`src/rtl/rom_fetch_master.sv`:
```
// Instruction-fetch AXI read master with a one-line buffer: hits answer in the same cycle, misses fill a 4-beat INCR line (6 cycles to data).
// Backpressure: cpu_stall_o holds the CPU while a fill runs; arvalid_o holds until arready_i, and rready_o is asserted throughout the R phase.
module rom_fetch_master #(
    parameter logic [3:0] ARID_VAL   = 4'h0,
    parameter int         LINE_WORDS = 4
) (
    input  logic        clk,
    input  logic        rst,
    input  logic        cpu_req_i,
    input  logic [31:0] cpu_addr_i,
    input  logic        flush_i,
    output logic [31:0] cpu_rdata_o,
    output logic        cpu_valid_o,
    output logic        cpu_err_o,
    output logic        cpu_stall_o,
    output logic [3:0]  arid_o,
    output logic [31:0] araddr_o,
    output logic [3:0]  arlen_o,
    output logic [2:0]  arsize_o,
    output logic [1:0]  arburst_o,
    output logic        arvalid_o,
    input  logic        arready_i,
    input  logic [3:0]  rid_i,
    input  logic [31:0] rdata_i,
    input  logic [1:0]  rresp_i,
    input  logic        rlast_i,
    input  logic        rvalid_i,
    output logic        rready_o
);

    typedef enum logic [1:0] {IDLE, AR, R} state_t;

    state_t      state;
    logic        line_valid;
    logic [27:0] tag;
    logic [1:0]  cnt;
    logic        err_flag;
    logic        flush_pend;
    logic        err_pulse;
    logic [31:0] line_buf [4];

    logic hit;
    logic beat;
    logic beat_err;
    logic unused_addr_bits;

    assign unused_addr_bits = ^cpu_addr_i[1:0];

    // Hits are gated by reset so every CPU-facing output is quiet while rst is low.
    assign hit = rst && (state == IDLE) && cpu_req_i && line_valid &&
                 (tag == cpu_addr_i[31:4]) && !flush_i;

    assign cpu_valid_o = hit;
    assign cpu_stall_o = rst && cpu_req_i && !hit;
    assign cpu_rdata_o = hit ? line_buf[cpu_addr_i[3:2]] : 32'h0;
    assign cpu_err_o   = err_pulse;

    assign arid_o    = ARID_VAL;
    assign arlen_o   = 4'(LINE_WORDS - 1);
    assign arsize_o  = 3'b010;
    assign arburst_o = 2'b01;
    assign arvalid_o = (state == AR);
    assign rready_o  = (state == R);

    assign beat = rready_o && rvalid_i;
    // A beat arriving at cnt==3 without rlast means the burst overran the line.
    assign beat_err = (rresp_i != 2'b00) || (rid_i != ARID_VAL) ||
                      ((cnt == 2'd3) && !rlast_i);

    always_ff @(posedge clk) begin
        if (beat) begin
            line_buf[cnt] <= rdata_i;
        end
    end

    always_ff @(posedge clk) begin
        if (!rst) begin
            state      <= IDLE;
            line_valid <= 1'b0;
            tag        <= 28'h0;
            cnt        <= 2'd0;
            err_flag   <= 1'b0;
            flush_pend <= 1'b0;
            err_pulse  <= 1'b0;
            araddr_o   <= 32'h0;
        end else begin
            err_pulse <= 1'b0;
            case (state)
                IDLE: begin
                    if (flush_i) begin
                        line_valid <= 1'b0;
                    end
                    if (cpu_req_i && !hit) begin
                        araddr_o   <= {cpu_addr_i[31:4], 4'h0};
                        line_valid <= 1'b0;
                        cnt        <= 2'd0;
                        err_flag   <= 1'b0;
                        flush_pend <= 1'b0;
                        state      <= AR;
                    end
                end
                AR: begin
                    if (flush_i) begin
                        flush_pend <= 1'b1;
                    end
                    if (arready_i) begin
                        state <= R;
                    end
                end
                R: begin
                    if (flush_i) begin
                        flush_pend <= 1'b1;
                    end
                    if (beat) begin
                        cnt      <= cnt + 2'd1;
                        err_flag <= err_flag || beat_err;
                        if (rlast_i) begin
                            state      <= IDLE;
                            cnt        <= 2'd0;
                            err_flag   <= 1'b0;
                            flush_pend <= 1'b0;
                            // A flushed fill is silently dropped; only real failures report.
                            if (flush_pend || flush_i) begin
                                line_valid <= 1'b0;
                            end else if (!err_flag && !beat_err && (cnt == 2'd3)) begin
                                line_valid <= 1'b1;
                                tag        <= araddr_o[31:4];
                            end else begin
                                line_valid <= 1'b0;
                                err_pulse  <= 1'b1;
                            end
                        end
                    end
                end
                default: state <= IDLE;
            endcase
        end
    end

endmodule

```
`config.mk`:
```
export PLATFORM = sky130hd
export DESIGN_NAME = rom_fetch_master
export DESIGN_NICKNAME = d
export VERILOG_FILES = /design/src/rtl/rom_fetch_master.sv
export SDC_FILE = /design/constraint.sdc
export NUM_CORES = 1
export LEC_CHECK = 0
export BUFFER_PORTS_ARGS = -buffer_cell sky130_fd_sc_hd__buf_2
export CORE_MARGIN = 2
export CORE_UTILIZATION = 59
export CTS_CLUSTER_SIZE = 10
export DETAILED_ROUTE_END_ITERATION = 10
export GPL_TIMING_DRIVEN = 0
export PLACE_DENSITY = 0.87
export SLEW_MARGIN = 20
export SYNTH_ARGS = -nofsm -noshare
export SYNTH_HDL_FRONTEND = slang
export SYNTH_SLANG_ARGS = --single-unit
```
`constraint.sdc`:
```
create_clock -name clk -period 6.5 [get_ports clk]
set_input_delay 1.3 -clock clk [delete_from_list [all_inputs] [get_ports clk]]
set_output_delay 1.3 -clock clk [all_outputs]
set_load 0.005 [all_outputs]
```
# Yosys cells after proc, flatten, opt, wreduce, memory -nomap -nowiden
# Memory sizes are Yosys's and may differ from the RTL's.
# Index checks and enable logic that the tools add are counted.
# word_totals
regBits	64
ramBits	128
in_bits	77
output_inout_bits	82
elab_cells	85
n_memories	1
# mem_list
memory	words	word_bits	read_ports	rd_ports_with_merged_regs	wr	line_no	rtl
line_buf	4	32	1	0	1	40	logic [31:0] line_buf [4];
# classes
add_sub_neg	1
eq_ne	9
n_mux	28
bitwise_logic	5
reduce_logical	33
# op_table
operator	count
$mux W32	1
$eq A28 B28 Y1	1
$mux W1	15
$mux W2	7
$logic_and A1 B1 Y1	12
$reduce_and A4 Y1	2
$ne A2 B1 Y1 const B	3
$pmux W2 S3	1
$logic_not A1 Y1	5
$not A1 Y1	5
$reduce_and A5 Y1	1
$reduce_or A5 Y1	1
$eq A2 B2 Y1 const B	2
$logic_or A1 B1 Y1	4
$pmux W1 S2	2
$pmux W2 S2	1
$reduce_and A2 Y1	2
$reduce_bool A2 Y1	2
$reduce_bool A4 Y1	1
$ne A3 B2 Y1 const B	1
$pmux W1 S3	1
$reduce_and A3 Y1	1
$reduce_bool A3 Y1	1
$add A2 B1 Y2 const B	1
other kinds (3)	3

# Longest topological paths before layout
# Gate-level depths: netlist of run 1.
# depth
word_depth	11
mapped_depth	9
depth_no_buf	8

# Least setup slack after synthesis of run 1
# Ideal clock, no wire load.
# synth_path
path_type	input-to-output
startpoint	input cpu_addr_i[29]
endpoint	output cpu_stall_o
arrival_ns	2.835
path_slack_ns	2.365
path_stages	6
path_buffers	1
cell_sequence	xnor2_1 -> nand4_1 -> or4_1 -> or4_4 -> buf_2 -> and3_1
# synth_between
elab_chain_cells	5
# synth_rtl
item	line_no	rtl
start, declared	10	input logic [31:0] cpu_addr_i,
$eq A28 B28 Y1	51	(tag == cpu_addr_i[31:4]) && !flush_i;
$logic_and A1 B1 Y1	50	assign hit = rst && (state == IDLE) && cpu_req_i && line_valid &&
$logic_and A1 B1 Y1	51	
$logic_not A1 Y1	54	assign cpu_stall_o = rst && cpu_req_i && !hit;
$logic_and A1 B1 Y1	54	
end, declared	15	output logic cpu_stall_o,
# Every way passes these cells.

# Final worst setup path of run 1
# layout_path
startpoint	input cpu_addr_i[4]
endpoint	output cpu_rdata_o[15]
# layout_between
elab_chain_cells	4
# layout_rtl
item	line_no	rtl
$eq A28 B28 Y1	51	
$logic_and A1 B1 Y1	50	
$logic_and A1 B1 Y1	51	
$mux W32	55	assign cpu_rdata_o = hit ? line_buf[cpu_addr_i[3:2]] : 32'h0;
end, declared	12	output logic [31:0] cpu_rdata_o,
# Every way passes these cells.

==> results.md, run 1 <==
- The flow ran to the end, and the final reports show no timing, DRC or antenna violations.
- The core box area is about 13000 um2.
- The synthesis-stage register bit count is 192.
- Summing all multi-input logic gate instances after layout gives 2660 um2.
- The count of buffers added on input and output ports is around 140.
- The worst register-to-register path ends at flush_pend$_SDFFE_PN0P_.
- The aggregate global routing overflow is 0.
- For this block, the initial DRC count from the detailed router was 254.
- The maximum resistive drop on vdd is ~230 uV.
- The die is about 120 um wide.
- In this run the top signal layer used is met5.
- The number of filler cells placed in the layout is between 800 and 900.
- In the final routed layout, each cell accounts on average for 18.7 um.
- After detailed routing, the wire length on met1 is 6.85 mm.
- Setup repair after global routing left no endpoint under its margin.
- Of the cells placed in the final design, the portion with a size suffix greater than 1 is 0.321.
- The worst path in the final design needs a cycle of slightly below 5 ns, including I/O delays and setup.
- After routing the design area is around 9600 um2.
- The global placement routability congestion is approximately 0.85.
- From synthesis to final layout, the design area changed by 20.1%.
- The library cells used most frequently in the layout, excluding fill and tap cells, are buf_2, edfxtp_1, nand2_1.
- The die covers about 15000 um2.
- The leakage dissipation is ~3.9 nW.
- For this run, the top clock speed supported by timing is between 200 and 250 MHz.
- During synthesis, Yosys emitted a total of 0 warnings.
- The worst setup margin is 1.68 ns.
- The via density per instance is roughly 5.4.
- The overall routing resource usage is 0.241.
- The worst hold path stage count is 2.
- On the final layout, the worst clock skew is around 0.0072 ns.
- The first global-routing pass estimated 26.1 mm of wire.
- TritonCTS built the clock tree.
- The clock network latency to the later pin of the worst-skew pair is about 0.42 ns.
- The area of the mapped netlist is around 8000 um2.
- The kind of launch point of the worst setup path is a primary input.
- For this run, the register share of the synthesized area comes to 0.639.
- The total negative setup slack is 0 ns.
- The sequential cells in the finished layout cover a total of 5120 um2.
- The count of standard-cell rows is 42.
- The total length of routed met3 wires is between 1 and 1.5 mm.
- The most common cell after layout, fill and taps aside is buf_2.
- The initial antenna violation count is 1.
- The post-detailed-route DRC marker count is 0.
- The final antenna diode count is 0.
- For the worst setup path, the data arrival time is 3.52 ns.
- The detailed router placed between 4000 and 5000 vias in this run.
- The biggest area contributor in the post-synthesis netlist is edfxtp_1.
- The initial utilization of the core area, before any placement, comes to 0.606.
- STA classifies the critical path endpoint as a primary output.
- Along the worst path, the maximum fanout reaches 10.
- The max-slew violation count is 0.
- In the synthesized netlist, the number of instances is approximately 550.
- Detailed routing placed a total of approximately 8.6 mm of wire on met2.
- At the placement stage, the worst setup path has a slack of 1.67 ns.
- The total number of nets in the final design is about 810.
- The headroom to the max-slew limit is 0.398.
- The number of cells on the worst reg-to-reg path is 7.
- The final antenna-violating net count is 0.
- Once the clock tree was built, the resizer swapped 0 gates to a different size.
- The number of setup buffers added after CTS is 0.
- In the post-synthesis netlist, the biggest area contributors are edfxtp_1, dfxtp_1, mux4_2.
- In the finished design, the share of the clock period the worst path needs comes to 0.741.
- The final layout contains routed wiring with a total length of between 15 and 20 mm.
- The startpoint of the worst register-to-register path is tag[25]$_SDFFE_PN0P_.
- The clock transition time at the flip-flop clock pins of the worst setup and hold paths is around 0.070 ns.
- The number of detailed-route iterations in the first pass is 5.
- The number of global-route vias before repair is just under 5000.
- The number of setup violations in the final report is 0.
- The CTS sink count is 192.
- The total count of hold-check failures in the final report is 0.
- The startpoint of the lowest-slack hold path is araddr_o[24]$_SDFFE_PN0P_.
- The CTS root buffer is clkbuf_16.
- The tool flagged a number of max-cap violations equal to 0.
- The maximum number of pins on one net before global-route repair is 26.
- The mean instance size in the synthesized netlist is about 15 um2.
- The portion of synthesized cell area occupied by the leading cell type is 0.479.
- The placed instance area is 9090 um2.
- The cell area power density is roughly 300 nW/um2.
- The capture endpoint of the worst hold path is araddr_o[24]$_SDFFE_PN0P_.
- The H-tree depth reported by CTS is 4.
- At the end of the flow the core is filled with cells to 0.728.
- The worst hold path belongs to the class reg2reg.
- The number of buffers added to fix hold violations after cts is 0.
- In this run the vertical extent of the chip is about 120 um.
- Buffers inserted during clock tree synthesis total 17.
- The synthesized netlist contains 38 unique library cells.
- The number of buffers on the longest clock path is 2.
- The critical path is of the in2out type.
- The setup check on the worst reg-to-reg path leaves a slack of 4.00 ns.
- The measured slew at the worst slew-check pin is ~0.9 ns.
- The HPWL after detailed placement is between 10 and 15 mm.
- In this run the count of I/O pins placed on the die edge is ~160.
- The required arrival time at the worst endpoint is around 5.2 ns.
report_power, final:
group / total [mW] / switching, mW / internal (mW)
logic: 0.426 / 0.222 / 0.205
clock network: 0.972 / 0.469 / 0.503
registers: 1.42 / 0.0414 / 1.38
total: 2.82 / 0.732 / 2.08
registers in the layout, summed over array words and instances (netlist names):
name,flops
line_buf,128
araddr_o,28
tag,28
cnt,2
state,2
cpu_err_o,1
err_flag,1
flush_pend,1
line_valid,1
Yosys cell counts (all sizes together):
library cell,count
edfxtp,128
nand2,70
dfxtp,64
nor2b,60
mux2i,57
mux4,32
buf,26
clkbuf,17
xnor2,15
xor2,13
ha,9
and3,8
inv,8
nor2,8
nand4,4
or4,4
nand3,3
nor4,3
o2bb2ai,3
a21oi,2
conb,2
a211oi,1
a21boi,1
a31o,1
a31oi,1
and4b,1
nand2b,1
nor3,1
o211a,1
o211ai,1
o21ai,1
o41ai,1
worst max-delay path, cell delays in order:
cell and delay, ns:
buf_2 0.12, xnor2_1 0.26, nand4_1 0.14, or4_1 0.52, or4_4 0.50, clkbuf_1 0.30, nor2b_1 0.24, buf_2 0.14
final cells by class:
type,instances,share of cell area
Timing Repair Buffer,142,0.0815
Buffer,43,0.0288
Multi-Input combinational cell,319,0.275
Tap cell,176,0.0228
Clock buffer,17,0.0441
Clock inverter,15,0.0128
Sequential cell,192,0.531
Inverter,8,0.00311
worst max-delay path by stage:
stage | endpoint | from | slack [ns] | depth (start not counted)
2_1_floorplan | cpu_stall_o | cpu_addr_i[29] | 2.36 | 6
3_3_place_gp | cpu_rdata_o[24] | cpu_addr_i[4] | 1.72 | 8
3_5_place_dp | cpu_rdata_o[24] | cpu_addr_i[4] | 1.67 | 8
4_1_cts | cpu_rdata_o[24] | cpu_addr_i[4] | 1.67 | 8
5_1_grt | cpu_rdata_o[20] | cpu_addr_i[4] | 1.60 | 8
6_report | cpu_rdata_o[15] | cpu_addr_i[4] | 1.68 | 8
through the flow:
step / instances / total power, mW / hold slack [ns]
floorplan: 562 / 1.71 / 0.425
global placement: 876 / 1.83 / 0.451
detailed placement: 880 / 1.86 / 0.465
CTS: 912 / 2.82 / 0.478
global route: 912 / 2.90 / 0.499
finish: 912 / 2.82 / 0.475
layer usage:
metal | up-vias | GRT usage
met5 | - | 0
met4 | 2 | 0.0887
met3 | 32 | 0.0599
met2 | 215 | 0.408
met1 | 2422 | 0.301
li1 | 2294 | -
cell families (layout without fill, tap and decap cells):
kind of cell             count (synthesis)  count (layout)  synth area share
multiplexers                            89              89             0.161
AO/OA/AOI/OAI                           13              13            0.0122
flip-flops                             192             192             0.639
AND/OR/NAND/NOR                        163             163             0.105
adder cells (fa/ha/maj)                  9               9            0.0140
XOR/XNOR                                28              28            0.0306
buffers and inverters                   51             225            0.0383
other                                    2              17          0.000936
(Power assumes the default switching activity.)
==> inputs of run 2 (changes only) <==
--- a/config.mk
+++ b/config.mk
@@ -7,11 +7,11 @@
 export LEC_CHECK = 0
 export BUFFER_PORTS_ARGS = -buffer_cell sky130_fd_sc_hd__buf_2
 export CORE_MARGIN = 2
-export CORE_UTILIZATION = 59
+export CORE_UTILIZATION = 50
 export CTS_CLUSTER_SIZE = 10
 export DETAILED_ROUTE_END_ITERATION = 10
 export GPL_TIMING_DRIVEN = 0
-export PLACE_DENSITY = 0.87
+export PLACE_DENSITY = 0.78
 export SLEW_MARGIN = 20
 export SYNTH_ARGS = -nofsm -noshare
 export SYNTH_HDL_FRONTEND = slang
==> constraint.sdc (replaced) <==
create_clock -name clk -period 4 [get_ports clk]
set_input_delay 0.8 -clock clk [delete_from_list [all_inputs] [get_ports clk]]
set_output_delay 0.8 -clock clk [all_outputs]
set_load 0.005 [all_outputs]
==> results.md, run 2 (same netlist as run 1, synthesis figures left out) <==
- In the routed layout, each cell is associated on average with a via count of 5.16.
- The top cell types in the final layout, fill and taps aside, are buf_2, edfxtp_1, nand2_1.
- The combinational cell fraction of total power is 0.148.
- The floorplan step defined a die boundary enclosing between 15000 and 20000 um2.
- The share of the clock period used by the worst path is 0.950.
- Summed over all nets, the half-perimeter wirelength after detailed placement is 12.4 mm.
- The clock network latency to the later pin of the worst-skew pair is 0.42 ns.
- The clock passes through at most 2 buffers.
- Of the total power, the share spent switching nets is 0.260.
- The placed instance area is around 9100 um2.
- The global placement routability congestion is 0.793.
- The worst hold path belongs to the class reg2reg.
- From synthesis to final layout, the design area changed by 20.9%.
- The max capacitance violation total is 0.
- In the global route stage, met1 resource usage came out at 0.256.
- For this design the static power due to leakage is between 3 and 4 nW.
- The vertical die dimension is between 100 and 150 um.
- The share of total power dissipated in the clock network is 0.350.
- The clock transition time at the flip-flop clock pins of the worst setup and hold paths is 0.07 ns.
- In this run the core area contains 46 standard-cell rows.
- Across all register-to-register paths, the minimum setup slack is between 1.5 and 2 ns.
- Counting instances, the worst hold path has a depth of 1.
- The peak-usage layer in the global routing report is met2.
- The final antenna-violating net count is 0.
- The critical path in this run is classified as in2out.
- The tree is rooted in a clkbuf_16.
- In the final routed layout, each cell accounts on average for 18.0 um.
- The finished cells cover between 9000 and 10000 um2.
- The run finished with clean final reports.
- The final cell count without fillers is 954.
- The maximum number of pins on one net before global-route repair is 28.
- For this block, the initial DRC count from the detailed router was 278.
- The kind of launch point of the worst setup path is a primary input.
- Power spread over the standard cell area amounts to 473 nW/um2.
- The analysis attributes to net switching a power of approximately 1.2 mW.
- The number of setup violations in the final report is 0.
- The critical path arrival is around 3.0 ns.
- The final critical path time including I/O delays and setup is roughly 3.8 ns.
- The number of buffers added to fix hold violations after cts is 0.
- The worst hold path begins at err_flag$_SDFFE_PN0P_.
- Across the VDD grid, the largest voltage drop is approximately 480 uV.
- The register with the most flip-flops in the layout has approximately 130 of them.
- The via count is approximately 4900.
- STA puts the critical path data required time at 3.20 ns.
- The max-slew violation count is 0.
- During I/O placement, the number of pins put on the boundary was between 150 and 200.
- The total negative setup slack is 0 ns.
- Measured in cells, the most critical reg-to-reg path has a length of 8.
- For this configuration, the core starts out at a cell density of 0.509.
- The tree built by TritonCTS fans out to 192 sinks.
- Counting flops per register, the top entry is line_buf.
- The H-tree depth reported by CTS is 4.
- The share of total power dissipated in sequential elements is 0.502.
- The net count of the finished layout is slightly above 800.
- The initial antenna violation count is 5.
- After layout, the design draws a total of between 4 and 5 mW.
- The post-cts resize count is 0.
- The endpoint identified for the worst register-to-register timing path is araddr_o[17]$_SDFFE_PN0P_.
- At the pin with the least slew margin, the transition time is around 0.9 ns.
- The launching element of the worst setup path is cpu_addr_i[7].
- The detailed-route wire length is roughly 17 mm.
- The aggregate global routing overflow is 0.
- The overall routing resource usage is 0.211.
- The utilization after layout is 0.616.
- For met3 alone, demand over resource in global routing was 0.0708.
- The internal power component is 3.40 mW.
- The count of placed standard cells including taps is a little over 900.
- The number of global-route vias before repair is roughly 5000.
- In this run the tightest slew margin relative to its limit is 0.414.
- The total count of hold-check failures in the final report is 0.
- The nature of the critical path endpoint is a primary output.
- The post-detailed-route DRC marker count is 0.
- Measured along the x axis, the die boundary spans approximately 130 um.
- The maximum clock frequency is 263 MHz.
- The first-pass GRT wire length is ~27 mm.
- Setup repair after global routing left no endpoint under its margin.
- The clock tree skew after final layout is ~0.0048 ns.
- The largest registers in the layout are line_buf (128), araddr_o (28), tag (28).
- Buffers placed on the I/O ports in this run total approximately 140.
- The number of setup buffers added after CTS is 0.
- For hold timing, the worst endpoint is err_flag$_SDFFE_PN0P_.
- Clock tree synthesis inserted a total of 17 buffers.
- The number of detailed-route iterations in the first pass is 5.
- In the global route stage, met2 resource usage came out at 0.358.
- The startpoint of the worst register-to-register path is tag[3]$_SDFFE_PN0P_.
- The most common cell after layout, fill and taps aside is buf_2.
- The layout cell share with drive strength beyond 1 is 0.322.
- TritonCTS built the clock tree.
- Along the worst path, the maximum fanout reaches 10.
- After floorplanning, the core was sized to cover approximately 16000 um2.
## run 2: layer usage
metal  up-vias  routed length, um
li1       2301                  -
met2       188               8610
met5         -                 41
met4         6                263
met1      2402               6890
met3        27               1390
## run 2: final cells by class
| class | instances | area (um2) |
|---|---|---|
| clock buffer | 17 | 425 |
| inverter | 8 | 30.0 |
| tap | 216 | 270 |
| multi-input combinational | 319 | 2660 |
| buffer | 43 | 278 |
| fill | 1260 | 6060 |
| clock inverter | 15 | 148 |
| antenna | 2 | 5.00 |
| sequential | 192 | 5120 |
| timing repair buffer | 142 | 771 |
## run 2: power groups by stage
stage | combinational (mW) | clock [mW] | sequential [mW]
final | 0.678 | 1.61 | 2.31
after global routing | 0.745 | 1.73 | 2.32
after CTS | 0.685 | 1.65 | 2.30
after detailed placement | 0.682 | 0 | 2.35
after global placement | 0.649 | 0 | 2.34
after floorplan | 0.442 | 0 | 2.34
## run 2: through the flow
step                      hold WS [ns]  setup slack, ns
after floorplan                  0.425            0.865
after global placement           0.450            0.164
after detailed placement         0.450            0.164
after CTS                        0.471            0.170
after global routing             0.495            0.105
final                            0.475            0.199
## run 2: critical path, stage by stage
cell and delay [ns]:
buf_2 0.11, xnor2_1 0.19, nand4_1 0.18, or4_1 0.55
or4_4 0.49, clkbuf_1 0.30, nor2b_1 0.24, buf_2 0.14
## run 2: worst max-delay path by stage
stage	endpoint	slack, ns	cells after the start
after global routing	cpu_rdata_o[8]	0.10	8
after detailed placement	cpu_rdata_o[21]	0.16	8
final	cpu_rdata_o[14]	0.20	8
after CTS	cpu_rdata_o[13]	0.17	8
after floorplan	cpu_stall_o	0.86	6
after global placement	cpu_rdata_o[21]	0.16	8
==> inputs of run 3 (changes only) <==
--- a/config.mk
+++ b/config.mk
@@ -6,6 +6,7 @@
 export NUM_CORES = 1
 export LEC_CHECK = 0
 export BUFFER_PORTS_ARGS = -buffer_cell sky130_fd_sc_hd__buf_2
+export CORE_ASPECT_RATIO = 2
 export CORE_MARGIN = 2
 export CORE_UTILIZATION = 50
 export CTS_CLUSTER_SIZE = 10
==> results.md, run 3 (same netlist as run 1, synthesis figures left out) <==
- The area growth from synthesis to layout is 21.1%.
- The worst hold path stage count is 2.
- The worst hold path class is reg2reg.
- The max-slew violation count is 0.
- The first global-routing pass estimated between 20 and 30 mm of wire.
- The overall routing resource usage is 0.207.
- The clock drives 192 sinks.
- The family of cells with the greatest summed delay on the critical path is simple AND/OR/NAND/NOR gates.
- The total count of hold-check failures in the final report is 0.
- The maximum number of pins on one net before global-route repair is 24.
- Of the cells placed in the final design, the portion with a size suffix greater than 1 is 0.319.
- The worst-case IR drop observed on VDD is 704 uV.
- The analysis attributes to cell leakage a power of between 3 and 4 nW.
- The number of detailed-route iterations in the first pass is 4.
- STA puts the critical path data required time at 3.20 ns.
- Traced cell by cell, the critical path runs through buf_2, xnor2_1, nand4_1, or4_1, or4_4, clkbuf_1, nor2b_1, buf_2.
- The starting DRC count in detailed routing is slightly below 200.
- The capture point of the worst reg-to-reg path is araddr_o[20]$_SDFFE_PN0P_.
- The floorplan has 65 rows.
- Summing all flip-flop and latch instances after layout gives slightly above 5000 um2.
- The register with the most flip-flops in the layout has about 130 of them.
- The vertical die dimension is around 180 um.
- In this run the critical register-to-register path is launched from tag[0]$_SDFFE_PN0P_.
- Measured in cells, the most critical reg-to-reg path has a length of 8.
- The total met2 wirelength after detailed routing is just under 10 mm.
- In this run the clock root is driven by a clkbuf_16.
- The detail route stage leaves a number of antenna-violating nets equal to 0.
- In this run, CTS created clock tree buffers numbering 17.
- The routed metal-1 wirelength is approximately 5.9 mm.
- The number of setup violations in the final report is 0.
- The clock tree skew after final layout is ~0.0097 ns.
- The number of ports placed on the die boundary is around 160.
- After clock tree synthesis, the repair step resized 0 gates.
- The clock transition time at the flip-flop clock pins of the worst setup and hold paths is around 0.07 ns.
- For flop-to-flop paths, the worst setup slack is between 1 and 1.5 ns.
- The clock tree from TritonCTS is yes.
- The library cell appearing most often on the critical path is buf_2.
- Measured along the x axis, the die boundary spans 93.6 um.
- STA classifies the critical path startpoint as a primary input.
- Detailed placement ended at an HPWL of between 10 and 15 mm.
- The via count is between 4000 and 5000.
- The number of global-route vias before repair came to between 5000 and 6000.
- On the final layout, the worst hold slack is ~0.47 ns.
- The core box area is around 16000 um2.
- For the final routed database, the setup TNS stands at 0 ns.
- The highest net fanout along the worst path is 10.
- Dividing the final minimum period by the clock period gives 0.971.
- The number of buffers on the longest clock path is 2.
- At the end of routability-driven placement, the weighted congestion stood at 0.868.
- The multi-input combinational cells in the finished layout cover a total of between 2000 and 3000 um2.
- The H-tree generated during clock tree synthesis spans 4 levels.
- The run finished with clean final reports.
- The worst setup path is of the in2out kind.
- The library cell used most frequently in the layout, excluding fill and tap cells, is buf_2.
- The largest registers in the layout are line_buf (128), araddr_o (28), tag (28).
- Signal routing reaches up to met4.
- Summed over all layers, the global routing overflow is 0.
- The worst stage delay on the critical path is between 0.5 and 0.6 ns.
- Setup repair after global routing left no endpoint under its margin.
- The die covers ~17000 um2.
- The detailed-route wire length is approximately 17 mm.
- The library cells used most frequently in the layout, excluding fill and tap cells, are buf_2, edfxtp_1, nand2_1.
- The nature of the critical path endpoint is a primary output.
- The total length of routed met3 wires is 992 um.
- The critical path arrival is 3.08 ns.
- The layout has 1196 filler cells.
- The wire length per cell is between 15 and 20 um.
- For the finished layout, the period the worst path requires is about 4 ns.
- The number of input and output port buffers inserted is 138.
- The measured slew at the worst slew-check pin is a little under 0.9 ns.
- The number of setup buffers added after CTS is 0.
- Max-cap violations in this run came to 0.
- The via density per instance is approximately 5.2.
- At the end of the flow, the number of nets in the layout was 809.
- The critical path runs through a total of 8 cells.
- The initial antenna violation count is 0.
- The clock network latency to the later pin of the worst-skew pair is 0.42 ns.
- Derived from the worst setup path, the maximum achievable clock frequency is between 200 and 300 MHz.
- line_buf holds more flip-flops than any other register.
- The number of hold buffers added after CTS was 0.
- The headroom to the max-slew limit is 0.421.
- The completed layout was analyzed and its total power is around 4.7 mW.
- The repair_antennas step left the layout with diodes totalling 0.
- The highest-delay cell along the critical path is or4_1.
- The initial utilization of the core area, before any placement, comes to 0.509.
- For hold timing, the worst endpoint is araddr_o[30]$_SDFFE_PN0P_.
- In the routed design, unresolved DRC markers number 0.
- The number of buffer and inverter stages on the critical path is 3.
- The startpoint identified for the worst hold timing path is araddr_o[30]$_SDFFE_PN0P_.
- Power spread over the standard cell area amounts to 483 nW/um2.
-- run 3: through the flow --
stage	utilization	instances	instance area (um2)	setup slack [ns]
after detailed placement	0.578	905	9130	0.134
after floorplan	-	562	8080	0.865
after global placement	0.572	901	9020	0.164
after CTS	0.616	937	9720	0.130
after global routing	0.616	937	9720	0.0242
final	0.616	937	9720	0.116
-- run 3: where the power goes --
group          switching (mW)  internal, mW
combinational           0.349         0.333
sequential             0.0672          2.24
clock                   0.762         0.944
-- run 3: area by class of cell --
class / instances / area share
repair buffers: 142 / 0.0808
inverters: 8 / 0.00309
clock buffers: 17 / 0.0438
plain buffers: 43 / 0.0286
well taps: 201 / 0.0259
multi-input cells: 319 / 0.273
clock inverters: 15 / 0.0178
flip-flops and latches: 192 / 0.527
-- run 3: how the worst max path moves through the flow --
stage	slack, ns	end	startpoint
global placement	0.16	cpu_rdata_o[2]	cpu_addr_i[18]
detailed placement	0.13	cpu_rdata_o[2]	cpu_addr_i[4]
global route	0.02	cpu_rdata_o[2]	cpu_addr_i[4]
finish	0.12	cpu_rdata_o[14]	cpu_addr_i[4]
floorplan	0.86	cpu_stall_o	cpu_addr_i[29]
CTS	0.13	cpu_rdata_o[2]	cpu_addr_i[4]
-- run 3: worst min-delay path, stage by stage (launching register included) --
cell and delay [ns]:
dfxtp_1 0.32, nand2_1 0.05, mux2i_1 0.05
-- run 3: routing by layer --
| metal | track usage | vias to the layer above |
|---|---|---|
| met2 | 0.396 | 165 |
| met3 | 0.0579 | 26 |
| li1 | - | 2299 |
| met4 | 0.0864 | 0 |
| met1 | 0.200 | 2423 |
| met5 | 0 | - |
